### src/rtl/rail_pgood_monitor.sv
// rail_pgood_monitor: debounces regulator power-good returns, times rail
// ramp-up/ramp-down against the sequencer enables, checks enable ordering,
// gates the downstream system reset and latches the first fault code.
module rail_pgood_monitor #(
  parameter logic [31:0] TMO_ON  = 32'd1000,
  parameter logic [31:0] TMO_OFF = 32'd1000,
  parameter logic [7:0]  DEB     = 8'd4,
  parameter int          CW      = 32
) (
  input  logic       clk,
  input  logic       reset,
  input  logic [2:0] en,
  input  logic       rst_req,
  input  logic [2:0] pg_raw,
  input  logic       fault_clr,
  output logic [2:0] pg,
  output logic       all_good,
  output logic       sys_rst_n,
  output logic       fault,
  output logic [3:0] fault_code,
  output logic [2:0] mon_state
);

  typedef enum logic [2:0] {
    IDLE  = 3'd0,
    RAMP  = 3'd1,
    GOOD  = 3'd2,
    DOWN  = 3'd3,
    FAULT = 3'd4
  } state_t;

  localparam logic [CW-1:0] TMO_ON_C  = CW'(TMO_ON);
  localparam logic [CW-1:0] TMO_OFF_C = CW'(TMO_OFF);

  // Timer increment that sticks at all-ones instead of wrapping.
  function automatic logic [CW-1:0] sat_inc(input logic [CW-1:0] v);
    return (v == '1) ? v : v + CW'(1);
  endfunction

  // Lowest-numbered active detection wins.
  function automatic logic [3:0] pick_code(input logic [11:1] hits);
    logic [3:0] code;
    code = 4'd0;
    for (int c = 11; c >= 1; c--) begin
      if (hits[c]) code = 4'(c);
    end
    return code;
  endfunction

  state_t            state, state_nxt;
  logic [2:0]        sync_p0, sync_p1;
  logic [7:0]        deb_cnt [3];
  logic [2:0]        pg_p1;
  logic [2:0]        en_p1;
  logic [CW-1:0]     timer [3];
  logic [2:0]        armed_on, armed_off, reached;
  logic [2:0]        rise, fall, pg_fall;
  logic [11:1]       hits;
  logic [3:0]        det_code;

  assign rise      = en & ~en_p1;
  assign fall      = ~en & en_p1;
  assign pg_fall   = pg_p1 & ~pg;
  assign mon_state = state;

  // Two-flop synchroniser for the asynchronous power-good inputs.
  always_ff @(posedge clk or posedge reset) begin
    if (reset) begin
      sync_p0 <= '0;
      sync_p1 <= '0;
    end else begin
      sync_p0 <= pg_raw;
      sync_p1 <= sync_p0;
    end
  end

  // Debounce: pg follows the synced value only after DEB consecutive disagreeing cycles.
  always_ff @(posedge clk or posedge reset) begin
    if (reset) begin
      pg <= '0;
      for (int i = 0; i < 3; i++) deb_cnt[i] <= '0;
    end else begin
      for (int i = 0; i < 3; i++) begin
        if (sync_p1[i] != pg[i]) begin
          if (deb_cnt[i] + 8'd1 >= DEB) begin
            pg[i]      <= sync_p1[i];
            deb_cnt[i] <= '0;
          end else begin
            deb_cnt[i] <= deb_cnt[i] + 8'd1;
          end
        end else begin
          deb_cnt[i] <= '0;
        end
      end
    end
  end

  // History of en and pg for edge detection, and per-rail "has been up" flag for brownout.
  always_ff @(posedge clk or posedge reset) begin
    if (reset) begin
      en_p1   <= '0;
      pg_p1   <= '0;
      reached <= '0;
    end else begin
      en_p1   <= en;
      pg_p1   <= pg;
      reached <= (reached | pg) & ~rise;
    end
  end

  // Per-rail ramp timers: restart on any enable edge, stop once pg reaches the expected level.
  always_ff @(posedge clk or posedge reset) begin
    if (reset) begin
      armed_on  <= '0;
      armed_off <= '0;
      for (int i = 0; i < 3; i++) timer[i] <= '0;
    end else begin
      for (int i = 0; i < 3; i++) begin
        if (rise[i]) begin
          timer[i]     <= '0;
          armed_on[i]  <= 1'b1;
          armed_off[i] <= 1'b0;
        end else if (fall[i]) begin
          timer[i]     <= '0;
          armed_on[i]  <= 1'b0;
          armed_off[i] <= 1'b1;
        end else begin
          if (armed_on[i] && pg[i]) armed_on[i] <= 1'b0;
          if (armed_off[i] && !pg[i]) armed_off[i] <= 1'b0;
          if (armed_on[i] || armed_off[i]) timer[i] <= sat_inc(timer[i]);
        end
      end
    end
  end

  // Raw fault detections, one bit per code, then priority-encoded.
  always_comb begin
    hits = '0;
    for (int i = 0; i < 3; i++) begin
      hits[1 + i] = armed_on[i]  && (timer[i] == TMO_ON_C)  && !pg[i];
      hits[4 + i] = armed_off[i] && (timer[i] == TMO_OFF_C) &&  pg[i];
      hits[7 + i] = pg_fall[i] && en[i] && reached[i];
    end
    hits[10] = rise[1] && !pg[0];
    hits[11] = rise[2] && !pg[1];
    det_code = pick_code(hits);
  end

  // FSM state register.
  always_ff @(posedge clk or posedge reset) begin
    if (reset) state <= IDLE;
    else       state <= state_nxt;
  end

  // FSM next-state: any detection outside FAULT preempts the normal transitions.
  always_comb begin
    state_nxt = state;
    if (state != FAULT && det_code != 4'd0) begin
      state_nxt = FAULT;
    end else begin
      case (state)
        IDLE:  if (en != 3'b000) state_nxt = RAMP;
        RAMP:  begin
          if (en == 3'b111 && pg == 3'b111) state_nxt = GOOD;
          else if (en == 3'b000)            state_nxt = DOWN;
        end
        GOOD:  if (fall != 3'b000) state_nxt = DOWN;
        DOWN:  begin
          if (rise != 3'b000)                         state_nxt = RAMP;
          else if (en == 3'b000 && pg == 3'b000)      state_nxt = IDLE;
        end
        FAULT: if (fault_clr && en == 3'b000) state_nxt = IDLE;
        default: state_nxt = IDLE;
      endcase
    end
  end

  // Registered status outputs track the state being entered, so sys_rst_n drops on the edge leaving GOOD.
  always_ff @(posedge clk or posedge reset) begin
    if (reset) begin
      all_good   <= 1'b0;
      sys_rst_n  <= 1'b0;
      fault      <= 1'b0;
      fault_code <= 4'd0;
    end else begin
      all_good  <= (state_nxt == GOOD);
      sys_rst_n <= (state_nxt == GOOD) && rst_req;
      fault     <= (state_nxt == FAULT);
      if (state != FAULT && det_code != 4'd0)
        fault_code <= det_code;
      else if (state == FAULT && state_nxt == IDLE)
        fault_code <= 4'd0;
    end
  end

endmodule
### config.mk
export PLATFORM = sky130hd
export DESIGN_NAME = rail_pgood_monitor
export DESIGN_NICKNAME = d
export VERILOG_FILES = /design/src/rtl/rail_pgood_monitor.sv
export SDC_FILE = /design/constraint.sdc
export NUM_CORES = 1
export LEC_CHECK = 0
export CORE_MARGIN = 2
export CORE_UTILIZATION = 45
export CTS_CLUSTER_SIZE = 40
export DETAILED_ROUTE_END_ITERATION = 12
export HOLD_SLACK_MARGIN = 0.12
export PLACE_DENSITY = 0.66
export REMOVE_ABC_BUFFERS = 1
export SLEW_MARGIN = 20
export SYNTH_ARGS = -nofsm -noshare
export SYNTH_HDL_FRONTEND = slang
export SYNTH_SLANG_ARGS = --single-unit
### constraint.sdc
create_clock -name clk -period 9.3 [get_ports clk]
set_clock_uncertainty 0.1 [all_clocks]
set_input_delay 1.395 -clock clk [delete_from_list [all_inputs] [get_ports clk]]
set_output_delay 1.395 -clock clk [all_outputs]
set_load 0.1 [all_outputs]
==> summary.md <==
| Metric | Value |
|---|---|
| Buf/Inv on CP | 3 |
| Total vias in the final route | 7,110 |
| Slowest CP cell | clkdlybuf4s50_1 |
| Crit-path max FO | 34 |
| Sequential share of the synthesized area | 45.8% |
| CP Cell Sequence | clkdlybuf4s50_1, inv_1, ha_1, nand3_1, o21ai_1, buf_4, nand2b_1, o41ai_1 |
| PortBufs | 22 |
| Startpoint Class | input port |
| Minimum clock period | 3860 ps |
| Fin nets | 966 |
| Fillers | 1,653 |
| # DRC | 0 |
| Hold path start | sync_p0[0] |
| Ys Warns | 0 |
| Tot Pwr | 1.84 mW |
| CTS root buf | clkbuf_16 |
| Setup bufs post-CTS | 0 |
| Inserted Clock Buffers | 17 |
| Synth cell types | 69 |
| Ys async rst share | 100% |
| Cts hold-fix bufs | 0 |
| Final ANT Viol Nets | 0 |
| Share of post-route cells with drive strength above 1 | 6.31% |
| Iter 0 DRT Violations | 540 |
| Avg Vias per Cell | 6.03 |
| # rows | 49 |
| Setup TNS | 0 ps |
| Die Span Y | 141 um |
| Ys flop type | dfrtp_1 |
| Tightest Pin Transition | 990 ps |
| Worst vdd ir | 0.128 mV |
| Status | completed |
| Die X | 141 um |
| Most common cell after layout, fill and taps aside | dfrtp_1 |
| Die area | 19,800 um^2 |
| Drt pass-1 iters | 5 |
| RSZ-0062 raised after global routing | no |
| Final hold violation count | 0 |
| I/O pins | 23 |
| Post-Syn Area | 8410 um^2 |
| Final Slew Violations | 0 |
| GRT Residual Overflow | 0 |
| Worst setup path class | in -> reg |
| Drt wl/cell | 16.8 um |
| Worst rel slew slack | 33.8% |
| Critical Path RT | 9490 ps |
| Layout Cells excl Fill | 1,180 |
| Worst Setup End Kind | flip-flop |
| Critical path arrival | 4050 ps |
| Reg-to-Reg End | timer[39] |
| Syn avg cell area | 9.08 um^2 |
| First-pass GRT wire length | 33.9 mm |
| FF-to-FF Start | timer[32] |
| Synth Register Bits | 154 |
| H-tree Lvls | 4 |
| Crit path max-delay family | buffers and inverters |
| Worst-path clk slew | 60 ps |
| Initial Util | 46.3% |
| Worst min path class | reg -> reg |
| Largest net degree at the start of global routing | 86 |
| Routability cong. | 0.861 |
| Cts repair resizes | 0 |
| Routed WL | 19.8 mm |
| LEAKAGE | 3.81 nW |
| Antenna violations before repair | 0 |
| Hold Path End | sync_p1[0] |
| Hold depth | 0 |
| Clock buffer depth | 2 |
| Area growth syn-to-layout | 11.6% |
| Pwr dens | 196 nW/um^2 |
| Commonest cells after routing, fill and taps aside | dfrtp_1 (154), o21ai_0 (85), nand2_1 (72) |
| Flop-to-flop setup slack | 5840 ps |
| Vias in the first global route | 6,639 |
| Core ar. | 18,100 um^2 |
| # clock sinks | 154 |
| R2R cell count | 7 |
| Max Clock Freq | 0.259 GHz |
| TritonCTS clock tree | yes |
| Mapped Cells | 926 |
| Tcrit/Tclk final | 41.5% |
| ANT cells | 0 |
| Final setup fails | 0 |
| Dpl hpwl | 13.0 mm |
| Count of flip-flops with a built-in enable after synthesis | 0 |
| All-Layer GR Usage | 20.7% |
| Clock insertion delay at the later pin of the skew report | 430 ps |
| CP peak stage delay | 590 ps |
| Max cap viols | 0 |
| Placed cell count | 1,148 |
synthesized netlist by cell type (all sizes together) (8+ instances only):
master | number | area (um^2)
a31oi | 28 | 175
buf | 13 | 104
nand4 | 22 | 138
clkbuf | 39 | 150
o41ai | 12 | 105
and3 | 20 | 125
o21ai | 93 | 465
inv | 39 | 146
o31ai | 32 | 240
or4 | 11 | 91.3
nand2 | 72 | 270
o22ai | 14 | 87.6
a21oi | 40 | 200
nor3 | 32 | 165
and4 | 8 | 70.1
nand2b | 16 | 100
and2 | 9 | 56.3
nor4 | 25 | 184
dfrtp | 154 | 3850
a22o | 14 | 123
nor2 | 62 | 233
a41oi | 8 | 88.8
nand3 | 60 | 300
ha | 18 | 225
area by class of cell:
cell class | count | area [um^2] | area share (%)
multi-input cells | 698 | 4230 | 45.1
flip-flops and latches | 154 | 3850 | 41.0
clock buffers | 22 | 484 | 5.16
well taps | 229 | 287 | 3.05
repair buffers | 28 | 265 | 2.83
inverters | 39 | 151 | 1.61
clock inverters | 10 | 116 | 1.24
cell families (layout without fill, tap and decap cells):
| logic type | count (synthesis) | in the layout | share of synthesized area [%] |
|---|---|---|---|
| adder cells (fa/ha/maj) | 18 | 18 | 2.68 |
| XOR/XNOR | 4 | 4 | 0.417 |
| multiplexers | 3 | 3 | 0.506 |
| AO/OA/AOI/OAI | 278 | 278 | 21.4 |
| flip-flops | 154 | 154 | 45.8 |
| AND/OR/NAND/NOR | 377 | 377 | 24.4 |
| other | 1 | 18 | 0.0446 |
| buffers and inverters | 91 | 99 | 4.76 |
report_power, final:
part	internal, mW	leakage (nW)	switching, mW
combinational	0.107	1.49	0.268
sequential	0.711	2.04	0.0529
clock	0.423	0.280	0.277
how the worst max path moves through the flow:
stage | endpoint | slack (ps) | from | depth (start not counted)
final | timer[91] | 5440 | en[0] | 8
after global routing | timer[85] | 5220 | en[0] | 8
after CTS | timer[91] | 5390 | en[0] | 8
after detailed placement | timer[77] | 5010 | en[0] | 8
after global placement | timer[77] | 5040 | en[0] | 8
after floorplan | all_good | 3660 | reset | 1
per-layer routing:
| metal | routed length, um | vias up | track usage, % | part of all wire [%] |
|---|---|---|---|---|
| met1 | 9820 | 3466 | 30.3 | 50 |
| met4 | 220 | 0 | 5.47 | 1.1 |
| met2 | 9080 | 131 | 31.6 | 46 |
| met5 | 0 | - | 0 | 0 |
| met3 | 689 | 17 | 4.28 | 3.5 |
| li1 | - | 3496 | - | - |
registers in the layout, indices dropped and copies added, names as in the netlist:
| register | flops |
|---|---|
| sys_rst_n | 1 |
| all_good | 1 |
| timer | 96 |
| sync_p1 | 3 |
| fault | 1 |
| pg_p1 | 3 |
| en_p1 | 3 |
| pg | 3 |
| armed_on | 3 |
| reached | 3 |
| armed_off | 3 |
| mon_state | 3 |
| fault_code | 4 |
| sync_p0 | 3 |
| deb_cnt | 24 |
per-stage QoR:
| step | hold slack, ps | worst slack [ps] | instance area, um^2 | util, % |
|---|---|---|---|---|
| global route | 269 | 5220 | 9390 | 51.7 |
| floorplan | 231 | 3660 | 8220 | - |
| CTS | 255 | 5390 | 9380 | 51.7 |
| detailed placement | 241 | 5010 | 8780 | 48.4 |
| global placement | 242 | 5040 | 8780 | 48.4 |
| finish | 253 | 5440 | 9390 | 51.7 |
(Power assumes the default switching activity.)
==> variant, RTL diff (same flow settings) <==
`CW`: 32 -> 64.
--- a/src/rtl/rail_pgood_monitor.sv
+++ b/src/rtl/rail_pgood_monitor.sv
@@ -5,7 +5,7 @@
   parameter logic [31:0] TMO_ON  = 32'd1000,
   parameter logic [31:0] TMO_OFF = 32'd1000,
   parameter logic [7:0]  DEB     = 8'd4,
-  parameter int          CW      = 32
+  parameter int          CW      = 64
 ) (
   input  logic       clk,
   input  logic       reset,
Formal check against the unedited RTL: same outputs for any inputs over 4 cycles, from zero or initial values and one cycle with reset high; that may be too few to reach the edited logic, so the function may still have changed.
==> variant against the unedited design <==
- fmax fell by 22%
- setup slack got worse by 1100 ps
- cell area rose by 62%
- via count rose by 65%
- wire length rose by 66%
- total power rose by 55%
- sequential cell count rose by 96
- non-clock buffer count rose by 7
- area after synthesis rose by 60%
==> variant: results <==
set metrics [dict create \
    reg_top3 "timer: 192 flops, deb_cnt: 24 flops, fault_code: 4 flops" \
    cp_top_family "simple AND/OR/NAND/NOR gates" \
    vdd_ir_drop_max_mv 0.148 \
    synth.area.top_cells "dfrtp_1 (46%), o21ai_0 (7.5%), nor2_1 (4.7%)" \
    place.gp.congestion 0.822 \
    cts_buffers 30 \
    crit_path_top_delay_cell "o31ai_4" \
    timing.reg2reg.worst_path_depth 9 \
    relSlewSlack_pct 26.3 \
    grt_first_pass_wirelength_um 56000 \
    htreeDepth 1 \
    avgSynthCellArea_um2 8.72 \
    cts_buffer_depth 3 \
    grt_max_degree 142 \
    vias 11750 \
    critPathArrivalTime_ps 5310 \
    yosys_warnings 0 \
    status "finished clean" \
    track_usage_pct 21.5 \
    netlist_top_cells_count "dfrtp_1 (250), o21ai_0 (202), nor2_1 (169)" \
    cp_max_fo 30 \
    fill_cells 2727 \
    wl_per_cell_um 16.7 \
    post-place-ws_ps 3820 \
    critPathMaxStageDelay_ps 830 \
    dp_hpwl_um 21700 \
    dp.cells 1915 \
]
variant: worst paths after layout:
| path | start | to | slack [ps] |
|---|---|---|---|
| max | en[2] | timer[29] | 4340 |
| min | sync_p0[1] | sync_p1[1] | 250 |
| max reg2reg | timer[10] | timer[29] | 4960 |
| min reg2reg | sync_p0[1] | sync_p1[1] | 250 |
| max in group asynchronous | reset | timer[23] | 6880 |
| min in group asynchronous | reset | timer[173] | 1140 |
variant: where the power goes:
part	switching [mW]	internal (mW)	total, mW
sequential	0.0489	1.13	1.18
clock	0.475	0.791	1.27
combinational	0.294	0.103	0.397
variant: per-layer routing:
layer	part of all wire, %	up-vias	global-route usage, %
li1	-	5683	-
met1	47	5730	30.8
met2	46	286	34.5
met3	4.6	51	2.81
met4	2.3	0	5.37
met5	0	-	0
variant: per-stage QoR:
step / util [%] / cell area, um^2
final: 51.3 / 15200
after detailed placement: 47.6 / 14100
after floorplan: - / 13200
after CTS: 51.3 / 15100
after global placement: 47.6 / 14100
after global routing: 51.3 / 15200
variant: layout make-up:
| cell class | instances | area [um^2] | share of cell area (%) |
|---|---|---|---|
| sequential | 250 | 6260 | 41.2 |
| clock buffer | 40 | 870 | 5.73 |
| tap | 390 | 488 | 3.22 |
| timing repair buffer | 35 | 338 | 2.23 |
| clock inverter | 16 | 213 | 1.40 |
| multi-input combinational | 1206 | 6870 | 45.3 |
| inverter | 35 | 139 | 0.915 |
variant: cell families (layout without fill, tap and decap cells):
kind of cell / after synthesis / after routing / share of synthesized area [%]
other cells: 1 / 18 / 0.0278
fa+ha+maj: 18 / 18 / 1.67
compound gates: 384 / 384 / 16.4
simple gates: 723 / 723 / 28.2
xor+xnor: 60 / 60 / 3.90
mux: 3 / 3 / 0.232
flops: 250 / 250 / 46.5
buf+inv: 105 / 126 / 3.10
variant: worst reg2reg max path, cell delays in order (launching register included):
cell and delay (ps):
dfrtp_1 500, nand4_1 230, nor3_1 660, nand3_1 450, o31ai_4 850, buf_4 420
nand2b_1 700, nor3_1 110, a21oi_1 140, nand2_1 60
